==> config.mk <==
export PLATFORM = sky130hd
export DESIGN_NAME = fb_write_arbiter
export DESIGN_NICKNAME = d
export VERILOG_FILES = /design/src/rtl/fb_arb_pkg.sv /design/src/rtl/fb_arb_watchdog.sv /design/src/rtl/fb_write_arbiter.sv
export SDC_FILE = /design/constraint.sdc
export NUM_CORES = 1
export LEC_CHECK = 0
export ABC_AREA = 1
export CORE_UTILIZATION = 42
export DETAILED_ROUTE_END_ITERATION = 10
export GPL_TIMING_DRIVEN = 0
export PLACE_DENSITY = 0.94
export SLEW_MARGIN = 30
export SYNTH_ARGS = -nofsm -noshare
export SYNTH_HDL_FRONTEND = slang
export SYNTH_SLANG_ARGS = --single-unit
==> constraint.sdc <==
create_clock -name clk -period 2 [get_ports clk]
set_input_delay 0.2 -clock clk [delete_from_list [all_inputs] [get_ports clk]]
set_output_delay 0.2 -clock clk [all_outputs]
set_load 0.01 [all_outputs]
==> src/rtl/fb_arb_pkg.sv <==
// Shared types and widths for the frame-buffer write arbiter.
// Optional watchdog is enabled by defining FB_ARB_TIMEOUT_EN.
package fb_arb_pkg;

  localparam int unsigned FB_ADDR_W  = 11;
  localparam int unsigned FB_DATA_W  = 24;
  localparam int unsigned FB_NUM_REQ = 2;

  typedef enum logic [1:0] {
    ST_IDLE      = 2'd0,
    ST_OWN       = 2'd1,
    ST_SWAP      = 2'd2,
    ST_WAIT_DISP = 2'd3
  } fb_arb_state_e;

  // One frame-memory write beat: {row, col} address, {b, g, r} data, strobe.
  typedef struct packed {
    logic [FB_ADDR_W-1:0] addr;
    logic [FB_DATA_W-1:0] data;
    logic                 ena;
  } fb_wr_s;

  // One-hot grant vector for a requester index.
  function automatic logic [FB_NUM_REQ-1:0] fb_onehot(input logic idx);
    fb_onehot = FB_NUM_REQ'(1) << idx;
  endfunction

endpackage

==> src/rtl/fb_arb_watchdog.sv <==
// Owner-inactivity watchdog: counts idle owner cycles, flags expiry combinationally.
// Only instantiated when FB_ARB_TIMEOUT_EN is defined.
module fb_arb_watchdog #(
  parameter int unsigned TIMEOUT_CYCLES = 65536
) (
  input  logic clk,
  input  logic rst,
  input  logic run,
  input  logic kick,
  output logic expire_c
);

  localparam int unsigned CNT_W = (TIMEOUT_CYCLES > 2) ? $clog2(TIMEOUT_CYCLES) : 1;
  localparam logic [CNT_W-1:0] LIMIT = CNT_W'(TIMEOUT_CYCLES - 1);

  logic [CNT_W-1:0] count;

  // Expire on the TIMEOUT_CYCLES-th consecutive cycle without an owner strobe.
  assign expire_c = run && !kick && (count == LIMIT);

  // Idle-cycle counter; cleared outside ownership, on a strobe, or on expiry.
  always_ff @(posedge clk or negedge rst) begin
    if (!rst) begin
      count <= '0;
    end else if (!run || kick || expire_c) begin
      count <= '0;
    end else begin
      count <= count + CNT_W'(1);
    end
  end

endmodule

==> src/rtl/fb_write_arbiter.sv <==
// Frame-level arbiter and buffer-swap sequencer for the double-buffered LED frame memory.
// Define FB_ARB_TIMEOUT_EN to build the owner-inactivity watchdog.
module fb_write_arbiter
  import fb_arb_pkg::*;
#(
  parameter int unsigned TIMEOUT_CYCLES = 65536
) (
  input  logic                  clk,
  input  logic                  rst,
  input  logic [FB_NUM_REQ-1:0] req,
  input  logic [FB_NUM_REQ-1:0] done,
  input  logic [FB_ADDR_W-1:0]  r0_addr,
  input  logic [FB_DATA_W-1:0]  r0_data,
  input  logic                  r0_ena,
  input  logic [FB_ADDR_W-1:0]  r1_addr,
  input  logic [FB_DATA_W-1:0]  r1_data,
  input  logic                  r1_ena,
  output logic [FB_NUM_REQ-1:0] gnt,
  output logic [FB_ADDR_W-1:0]  wr_addr,
  output logic [FB_DATA_W-1:0]  wr_data,
  output logic                  wr_ena,
  output logic                  selected_buffer,
  input  logic                  actual_buffer,
  output logic                  drop_err,
  output logic                  timeout
);

  fb_arb_state_e         state_q, state_d;
  logic                  last_owner, last_owner_d;
  fb_wr_s                wr_q, wr_d;
  logic [FB_NUM_REQ-1:0] gnt_d;
  logic                  sel_d;
  logic                  drop_d;
  logic                  timeout_d;
  fb_wr_s                own_wr_c;
  logic                  other_ena_c;
  logic                  pick_c;
  logic                  expire_c;

  assign wr_addr = wr_q.addr;
  assign wr_data = wr_q.data;
  assign wr_ena  = wr_q.ena;

`ifdef FB_ARB_TIMEOUT_EN
  // Watchdog runs only while a requester owns the write port.
  fb_arb_watchdog #(
    .TIMEOUT_CYCLES (TIMEOUT_CYCLES)
  ) u_watchdog (
    .clk      (clk),
    .rst      (rst),
    .run      (state_q == ST_OWN),
    .kick     (own_wr_c.ena),
    .expire_c (expire_c)
  );
`else
  logic unused_timeout_cfg;
  assign unused_timeout_cfg = (TIMEOUT_CYCLES == 32'd0);
  assign expire_c = 1'b0;
`endif

  // Select the owner's write beat and the other requester's strobe.
  always_comb begin
    own_wr_c    = '0;
    other_ena_c = 1'b0;
    if (last_owner) begin
      own_wr_c.addr = r1_addr;
      own_wr_c.data = r1_data;
      own_wr_c.ena  = r1_ena;
      other_ena_c   = r0_ena;
    end else begin
      own_wr_c.addr = r0_addr;
      own_wr_c.data = r0_data;
      own_wr_c.ena  = r0_ena;
      other_ena_c   = r1_ena;
    end
  end

  // Round-robin pick: on a tie the requester that did not own last wins.
  always_comb begin
    pick_c = 1'b0;
    if (req == 2'b11) begin
      pick_c = ~last_owner;
    end else begin
      pick_c = req[1];
    end
  end

  // Next-state and next-output logic.
  always_comb begin
    state_d      = state_q;
    last_owner_d = last_owner;
    wr_d         = wr_q;
    wr_d.ena     = 1'b0;
    gnt_d        = gnt;
    sel_d        = selected_buffer;
    drop_d       = drop_err;
    timeout_d    = 1'b0;

    case (state_q)
      ST_IDLE: begin
        if (r0_ena || r1_ena) begin
          drop_d = 1'b1;
        end
        if (|req) begin
          last_owner_d = pick_c;
          gnt_d        = fb_onehot(pick_c);
          state_d      = ST_OWN;
        end
      end

      ST_OWN: begin
        if (own_wr_c.ena) begin
          wr_d = own_wr_c;
        end
        if (other_ena_c) begin
          drop_d = 1'b1;
        end
        if (done[last_owner]) begin
          gnt_d   = '0;
          state_d = ST_SWAP;
        end else if (!req[last_owner]) begin
          gnt_d   = '0;
          state_d = ST_IDLE;
        end else if (expire_c) begin
          gnt_d     = '0;
          timeout_d = 1'b1;
          state_d   = ST_IDLE;
        end
      end

      ST_SWAP: begin
        if (r0_ena || r1_ena) begin
          drop_d = 1'b1;
        end
        sel_d   = ~selected_buffer;
        state_d = ST_WAIT_DISP;
      end

      ST_WAIT_DISP: begin
        if (r0_ena || r1_ena) begin
          drop_d = 1'b1;
        end
        if (actual_buffer == selected_buffer) begin
          state_d = ST_IDLE;
        end
      end

      default: begin
        gnt_d   = '0;
        state_d = ST_IDLE;
      end
    endcase
  end

  // State and output registers; reset aborts any frame in progress.
  always_ff @(posedge clk or negedge rst) begin
    if (!rst) begin
      state_q         <= ST_IDLE;
      last_owner      <= 1'b1;
      wr_q            <= '0;
      gnt             <= '0;
      selected_buffer <= 1'b0;
      drop_err        <= 1'b0;
      timeout         <= 1'b0;
    end else begin
      state_q         <= state_d;
      last_owner      <= last_owner_d;
      wr_q            <= wr_d;
      gnt             <= gnt_d;
      selected_buffer <= sel_d;
      drop_err        <= drop_d;
      timeout         <= timeout_d;
    end
  end

endmodule

== Yosys cells after proc, flatten, opt, wreduce, memory -nomap -nowiden ==
Cells that the tools add are included.

* Bitwise operators: 2
* Shift operators: 1
* Eq/ne operators: 10
* Muxes and demuxes: 20
* Reduce and logical (&&, ||, !) cells: 10
* Order comparisons: 1

{| class="wikitable"
|+ Operators with widths
! operator !! count
|-
| $mux W36 || 1
|-
| $mux W2 || 6
|-
| $mux W1 || 10
|-
| $pmux W2 S4 || 1
|-
| $eq A2 B2 Y1 const B || 3
|-
| $ne A2 B2 Y1 const B || 3
|-
| $reduce_and A2 Y1 || 3
|-
| $reduce_and A3 Y1 || 2
|-
| $pmux W2 S2 || 1
|-
| $ne A3 B3 Y1 const B || 1
|-
| $reduce_or A3 Y1 || 1
|-
| $eq A2 B1 Y1 const B || 1
|-
| $logic_not A2 Y1 || 1
|-
| $lt A1 B2 Y1 const B || 1
|-
| $ne A2 B1 Y1 const B || 1
|-
| $not A1 Y1 || 2
|-
| $pmux W1 S2 || 1
|-
| $reduce_bool A2 Y1 || 1
|-
| $reduce_or A2 Y1 || 1
|-
| $shl A1 B1 Y2 const A || 1
|-
| $eq A1 B1 Y1 || 1
|-
| $logic_or A1 B1 Y1 || 1
|}

* Bits in registers: 43
* Bits of input ports: 79
* Logic and storage cells: 52
* Output and inout port bits: 41

== Longest topological paths before layout ==
* Depth in word-level cells: 5
* Mapped depth: 8
* Gate-level depth less buffers: 7

== Least setup slack after synthesis ==
OpenSTA, ideal clock, no wires.

* Path kind: reg-to-reg
* From: register last_owner
* To: register wr_q (netlist bit wr_addr[10])
* Path slack: 0.744 ns
* Buffers on the path: 2
* Arrival time: 1.137 ns
* Period minus slack after synthesis: 1.256 ns
* Setup time: 0.119 ns
* Cell stages (with the launch flop): 5
* Required time: 1.881 ns
* Cells stage by stage: dfstp_2 > buf_4 > buf_2 > mux2i_1 > o21ai_2

* Cells in the longest elaborated chain, start to end: 2

{| class="wikitable"
|+ RTL lines
! what !! RTL line !! RTL
|-
| from (decl) || fb_write_arbiter.sv:29 || <nowiki>logic last_owner, last_owner_d;</nowiki>
|-
| from (signal assigned) || fb_write_arbiter.sv:167 || <nowiki>last_owner <= last_owner_d;</nowiki>
|-
| $mux W36 (*) || fb_write_arbiter.sv:65 || <nowiki>if (last_owner) begin</nowiki>
|-
| $reduce_and A2 Y1 (no source line) || - ||
|-
| to (signal assigned) || fb_write_arbiter.sv:168 || <nowiki>wr_q <= wr_d;</nowiki>
|-
| to (decl) || fb_write_arbiter.sv:30 || <nowiki>fb_wr_s wr_q, wr_d;</nowiki>
|}

Every way passes the cells marked *; elsewhere a longest branch is shown, timed or not.
A chain may end at the register's enable or synchronous reset.

== Worst setup path after layout ==
* From: register wr_q (netlist bit wr_data[13])
* To: output port wr_data[13]

{| class="wikitable"
|+ RTL lines
! what !! RTL line !! RTL
|-
| to (decl) || fb_write_arbiter.sv:20 || <nowiki>output logic [FB_DATA_W-1:0] wr_data,</nowiki>
|}

No word-level cell between the ends.

==> metrics.csv <==
metric,value,unit
"top cells by area, synth","dfrtp_1 (48%), mux2i_1 (16%), o21ai_2 (11%)",
per-cell routed wire length,13.5,um
CTS resizes,0,
initial antenna violation count,0,
Post-DP HPWL,4.42,mm
#FFs+latches synth,43,
max frequency,0.694,GHz
hold-fix buffers at CTS,1,
R2R cell count,4,
most numerous cell in the Yosys netlist,nand2_1,
number of global-route vias before repair,1890,
TritonCTS buffer count,5,
period utilization,72.1,%
ANT cells,0,
synth cell count leaders,"nand2_1 (55), dfrtp_1 (42), mux2i_1 (35)",
number of synthesized flops with an enable pin,0,
Final Routed Wirelength,5.51,mm
Critical Path RT,1.80,ns
worst path bufs/invs,1,
async set-reset flop share out of synthesis,100,%
leakage power,1.62,nW
FP Rows,25,
final total power,4.80,mW
clk_skew,0.00728,ns
htree depth,2,
largest net degree at the start of global routing,26,
"Reg clk slew, reported paths",0.07,ns
CP Max Fanout,2,
syn nets,291,
die width,74.1,um
Synth Area per Inst,10.3,um2
layout cells sized above 1,16.2,%
crit path to,wr_data[13],
Post-Layout Inst Area,3560,um2
post-synth top area share,48.1,%
"Top FF cell, synth",dfrtp_1,
Initial Utilization,44.8,%
GRT Residual Overflow,0,
maximum VDD drop,659,uV
Max-Cap Viols,0,
Netlist cell types,24,
Placed Instance Area,3470,um2
status,"finished, final reports clean",
Post-route DRC,0,
core area,4880,um2
Top delay family on crit path,buffers and inverters,
CP cell instances,clkdlybuf4s50_1,
PwrDens,1350,nW/um2
Global Route Usage Sum,21.2,%
final setup margin,0.559,ns
drt pass-1 iters,4,
Reg-to-Reg End,wr_addr[9],
delay of the slowest critical-path stage,0.58,ns
Setup Buffers After CTS,0,
Area Growth Syn to Fin,63.1,%
Crit Reg-Reg Startpoint,last_owner,
Worst setup SP type,register,
worst reg-to-reg setup slack,0.59,ns
Vias/cell,4.73,
Final Max Tran Viols,0,
TritonCTS clock tree,built,
CP max-delay cell,clkdlybuf4s50_1,
via count,1927,
Clock Path Buffers,2,
Clock Sink Count,43,
"antenna viol nets, final",0,
RD Place Congestion,0.780,
Tightest Hold Check Type,in2async,
RSZ-0062 raised after global routing,no,
final hold slack,0.414,ns
sequential share of the synthesized area,49.3,%
Nets,418,
Worst path depth,1,
largest area contributor in the netlist,dfrtp_1,
Layout Cells excl Fill,407,
IO Count,120,
Starting DRT DRC Count,93,
Clock Tree Root,clkbuf_8,
I/O Buffers,118,
Yosys warning count,0,
first-pass GRT wire length,8.60,mm
Final Hold Fails,0,
Mapped Area,2190,um2
Clock Latency Late Sink,0.29,ns
Synth Instances,212,
CP Class,reg2out,
WP data arrival,1.24,ns
critical path startpoint,wr_data[13],
DP Worst Slack,0.599,ns
fin crit period,1.44,ns
placed cells,398,
Die Y-Extent,74.1,um
nature of the critical path endpoint,primary output,
die area,5500,um2
final setup fails,0,
[stage by stage]
step                TNS, ns  utilization (%)
floorplan                 0                -
CTS                       0             73.1
detailed placement        0             71.2
global placement     -13.39             70.7
global route              0             73.1
finish                    0             73.1
[worst min path at each step]
| stage | startpoint | end | cells past startpoint |
|---|---|---|---|
| 6_report | rst | wr_addr[1] | 2 |
| 5_1_grt | rst | wr_addr[5] | 2 |
| 4_1_cts | rst | wr_addr[5] | 2 |
| 3_5_place_dp | rst | wr_addr[5] | 1 |
| 3_3_place_gp | wr_addr[1] | wr_addr[1] | 2 |
| 2_1_floorplan | rst | asynchronous set/reset pin | 0 |
[cell families after synthesis]
| family | share of synthesized area (%) |
|---|---|
| buffers and inverters | 6.93 |
| other | 0.172 |
| and+or+nand+nor | 13.3 |
| xor gates and xnor gates | 0.401 |
| DFF | 49.3 |
| AOI/OAI and AO/OA | 13.9 |
| muxes | 16.0 |
[routing by layer]
| layer | vias up | routed length [um] | track usage [%] |
|---|---|---|---|
| li1 | 955 | - | - |
| met1 | 879 | 2200 | 23.6 |
| met2 | 88 | 2810 | 39.3 |
| met3 | 5 | 446 | 5.56 |
| met4 | 0 | 53 | 7.05 |
| met5 | - | 0 | 0 |
[state kept, by name, indices dropped and copies added, names as in the netlist, named ones only]
signal,count
wr_data,24
gnt,2
last_owner,1
state_q,1
wr_ena,1
selected_buffer,1
wr_addr,11
drop_err,1
[cells in the final DEF, fill, tap and decap left out, drive strengths merged, types with 3 or more instances in the layout]
cell	synthesis	layout
clkdlybuf4s50	0	117
nand2	58	58
dfrtp	42	42
o21ai	39	39
mux2i	35	35
buf	11	13
inv	10	10
clkbuf	2	9
nor2	5	5
nand3	3	3
[final cells by class]
class                      instances  area, um2
clock inverter                     1       5.00
sequential                        43       1080
timing repair buffer             120       1210
fill                             370       1320
clock buffer                       7       76.3
buffer                            13        114
tap                               67       83.8
inverter                          10       37.5
multi-input combinational        146        957
[power breakdown]
| part | internal, mW | leakage, nW | total, mW | switching, mW |
|---|---|---|---|---|
| Clock | 0.245 | 0.0422 | 0.513 | 0.268 |
| Sequential | 1.28 | 0.531 | 1.51 | 0.231 |
| Combinational | 1.45 | 1.04 | 2.77 | 1.32 |
| Total | 2.98 | 1.62 | 4.80 | 1.82 |
No activity file was read; power rests on OpenSTA's default activity.
==> RTL edit (same settings) <==
`FB_NUM_REQ`: 2 -> 4.
--- a/src/rtl/fb_arb_pkg.sv
+++ b/src/rtl/fb_arb_pkg.sv
@@ -5,5 +5,5 @@
   localparam int unsigned FB_ADDR_W  = 11;
   localparam int unsigned FB_DATA_W  = 24;
-  localparam int unsigned FB_NUM_REQ = 2;
+  localparam int unsigned FB_NUM_REQ = 4;
 
   typedef enum logic [1:0] {
Ports: changed (resized done, gnt and req); port bits go from 120 to 126. No check against the original RTL was run, so the function may have changed too.
==> RTL edit against the original RTL <==
Non-clock buffer count increased by 8. Total power decreased by 5.4%. Wire length increased by 4.5%. Final area fell by 1.4%. Hold slack better by 0.034 ns. Worst setup slack got worse by 0.18 ns. Sequential cell count unchanged. Synthesized area down 3.5%.
==> RTL edit: results (changes against the original RTL) <==
| Metric | Value |
|---|---|
| Status | complete, no violations (unchanged) |
| # nets final | 465 (was 418) |
| Max IR drop VDD | 694 uV (was 659 uV) |
| Longest Clk Path Bufs | 2 (unchanged) |
| Hold Crit Class | input port to async pin (unchanged) |
| Placement Cell Area | 0.00342 mm^2 (was 0.00347 mm^2) |
| Layout cells sized above 1 | 0.0757 (was 0.162) |
| RD Place Congestion | 0.804 (was 0.780) |
| Reg2reg setup slack | 0.38 ns (was 0.59 ns) |
| CTS Buf Count | 5 (unchanged) |
| First-pass GRT wire length | 9540 um (was 8600 um) |
| Non-filler instance count after layout | 450 (was 407) |
| Dpl hpwl | 4440 um (was 4420 um) |
| Skew final | 0.00463 ns (was 0.00728 ns) |
| Initial antenna violation count | 0 (unchanged) |
| PortBufs | 120 (was 118) |
| Sequential area share after synthesis | 0.511 (was 0.493) |
| Dpl cells | 441 (was 398) |
| Hold WS | 0.449 ns (was 0.414 ns) |
| Leakage | 1.46 nW (was 1.62 nW) |
| Crit Path Max Fanout | 10 (was 2) |
| CP arrival | 1.79 ns (was 1.24 ns) |
| H-tree depth | 2 (unchanged) |
| YS warnings | 0 (unchanged) |
| Die W | 72.9 um (was 74.1 um) |
| Worst skew pair latency | 0.28 ns |
| Clk slew on worst S/H paths | 0.07 ns (about the same) |
| Overall Global Routing Usage | 0.234 (was 0.212) |
| Via count | 2,200 (was 1,927) |
| Post-Synthesis Cells | 251 (was 212) |
| Slew margin rel. | 0.645 |
| Drt first-iter violations | 67 (was 93) |
| Number of global-route vias before repair | 2,131 (was 1,890) |
| FFs w/ async S/R, synth | 1.00 (unchanged) |
| Post-Route WL | 5760 um (was 5510 um) |
| Root Buffer | clkbuf_8 (unchanged) |
| Pin count of the biggest net entering global routing | 23 (was 26) |
| Post-synth EDFFs | 0 (unchanged) |
| Fillers | 379 (was 370) |
| Die area | 0.00531 mm^2 (was 0.00550 mm^2) |
| TritonRoute pass-1 iters | 5 (was 4) |
| Synth top cells by count | nor2_1, dfrtp_1, o21a_1 (was nand2_1, dfrtp_1, mux2i_1) |
| Synth area leaders | dfrtp_1, nor2_1, o21a_1 (was dfrtp_1, mux2i_1, o21ai_2) |
| Number of flip-flops in the largest register | 24 (unchanged) |
| Ant. Diodes | 0 (unchanged) |
| Post-synthesis cell type count | 21 (was 24) |
-- RTL edit: cell count changes after synthesis, sizes merged, moves of 2 or more --
cell and change:
buf +4, clkbuf +2, inv -2, mux2i -35
nand2 -39, nand3 +3, nor2 +69, o21a +35
-- RTL edit: per-stage QoR --
stage | power (mW) | utilization | setup WS (ns)
3_3_place_gp | 3.97 | 0.711 | -0.315
2_1_floorplan | 2.81 | - | 0.598
6_report | 4.54 | 0.734 | 0.382
4_1_cts | 4.58 | 0.734 | 0.341
3_5_place_dp | 4.07 | 0.716 | 0.333
5_1_grt | 4.90 | 0.734 | 0.231
-- RTL edit: logic make-up after synthesis --
family,count (synthesis),synth area share
AOI/OAI and AO/OA,77,0.232
buffers and inverters,27,0.0605
xor gates and xnor gates,1,0.00415
other,1,0.00178
and+or+nand+nor,102,0.191
DFF,43,0.511
-- RTL edit: metal layers --
metal	vias up	routed length (um)	track usage	share of wire
li1	1076	-	-	-
met1	1030	2520	0.291	0.44
met4	0	71	0.0632	0.012
met5	-	0	0	0
met3	10	289	0.0401	0.050
met2	84	2870	0.418	0.50
-- RTL edit: worst paths after layout --
kind,startpoint,endpoint,cells past startpoint
max,last_owner,wr_data[0],6
min,rst,wr_data[14],2
max reg2reg,last_owner,wr_data[0],6
min reg2reg,gnt[0],gnt[0],2
max in group asynchronous,rst,wr_data[0],3
min in group clk,gnt[0],gnt[0],2
-- RTL edit: worst max-delay path, stage by stage, from the launching register on --
cell and delay [ns]:
dfstp_2 0.51, buf_2 0.15, nand2_1 0.11, a21oi_4 0.24
buf_2 0.26, o21ai_0 0.12, o21a_1 0.11
-- RTL edit: power breakdown --
group | switching (mW) | leakage, nW | internal [mW]
logic | 1.19 | 0.945 | 1.33
registers | 0.221 | 0.474 | 1.29
clock network | 0.259 | 0.0395 | 0.248
-- RTL edit: layout make-up --
type	count	share of cell area
Buffer	19	0.0278
Clock buffer	8	0.0228
Inverter	8	0.00854
Multi-Input combinational cell	183	0.260
Sequential cell	43	0.307
Tap cell	67	0.0239
Timing Repair Buffer	122	0.351
-- RTL edit: timing repair --
action | in CTS | in global routing
hold endpoints to repair | 20 | 0
hold buffers | 1 | 0
buffers inserted | 0 | 0
gates resized for setup | 0 | 0
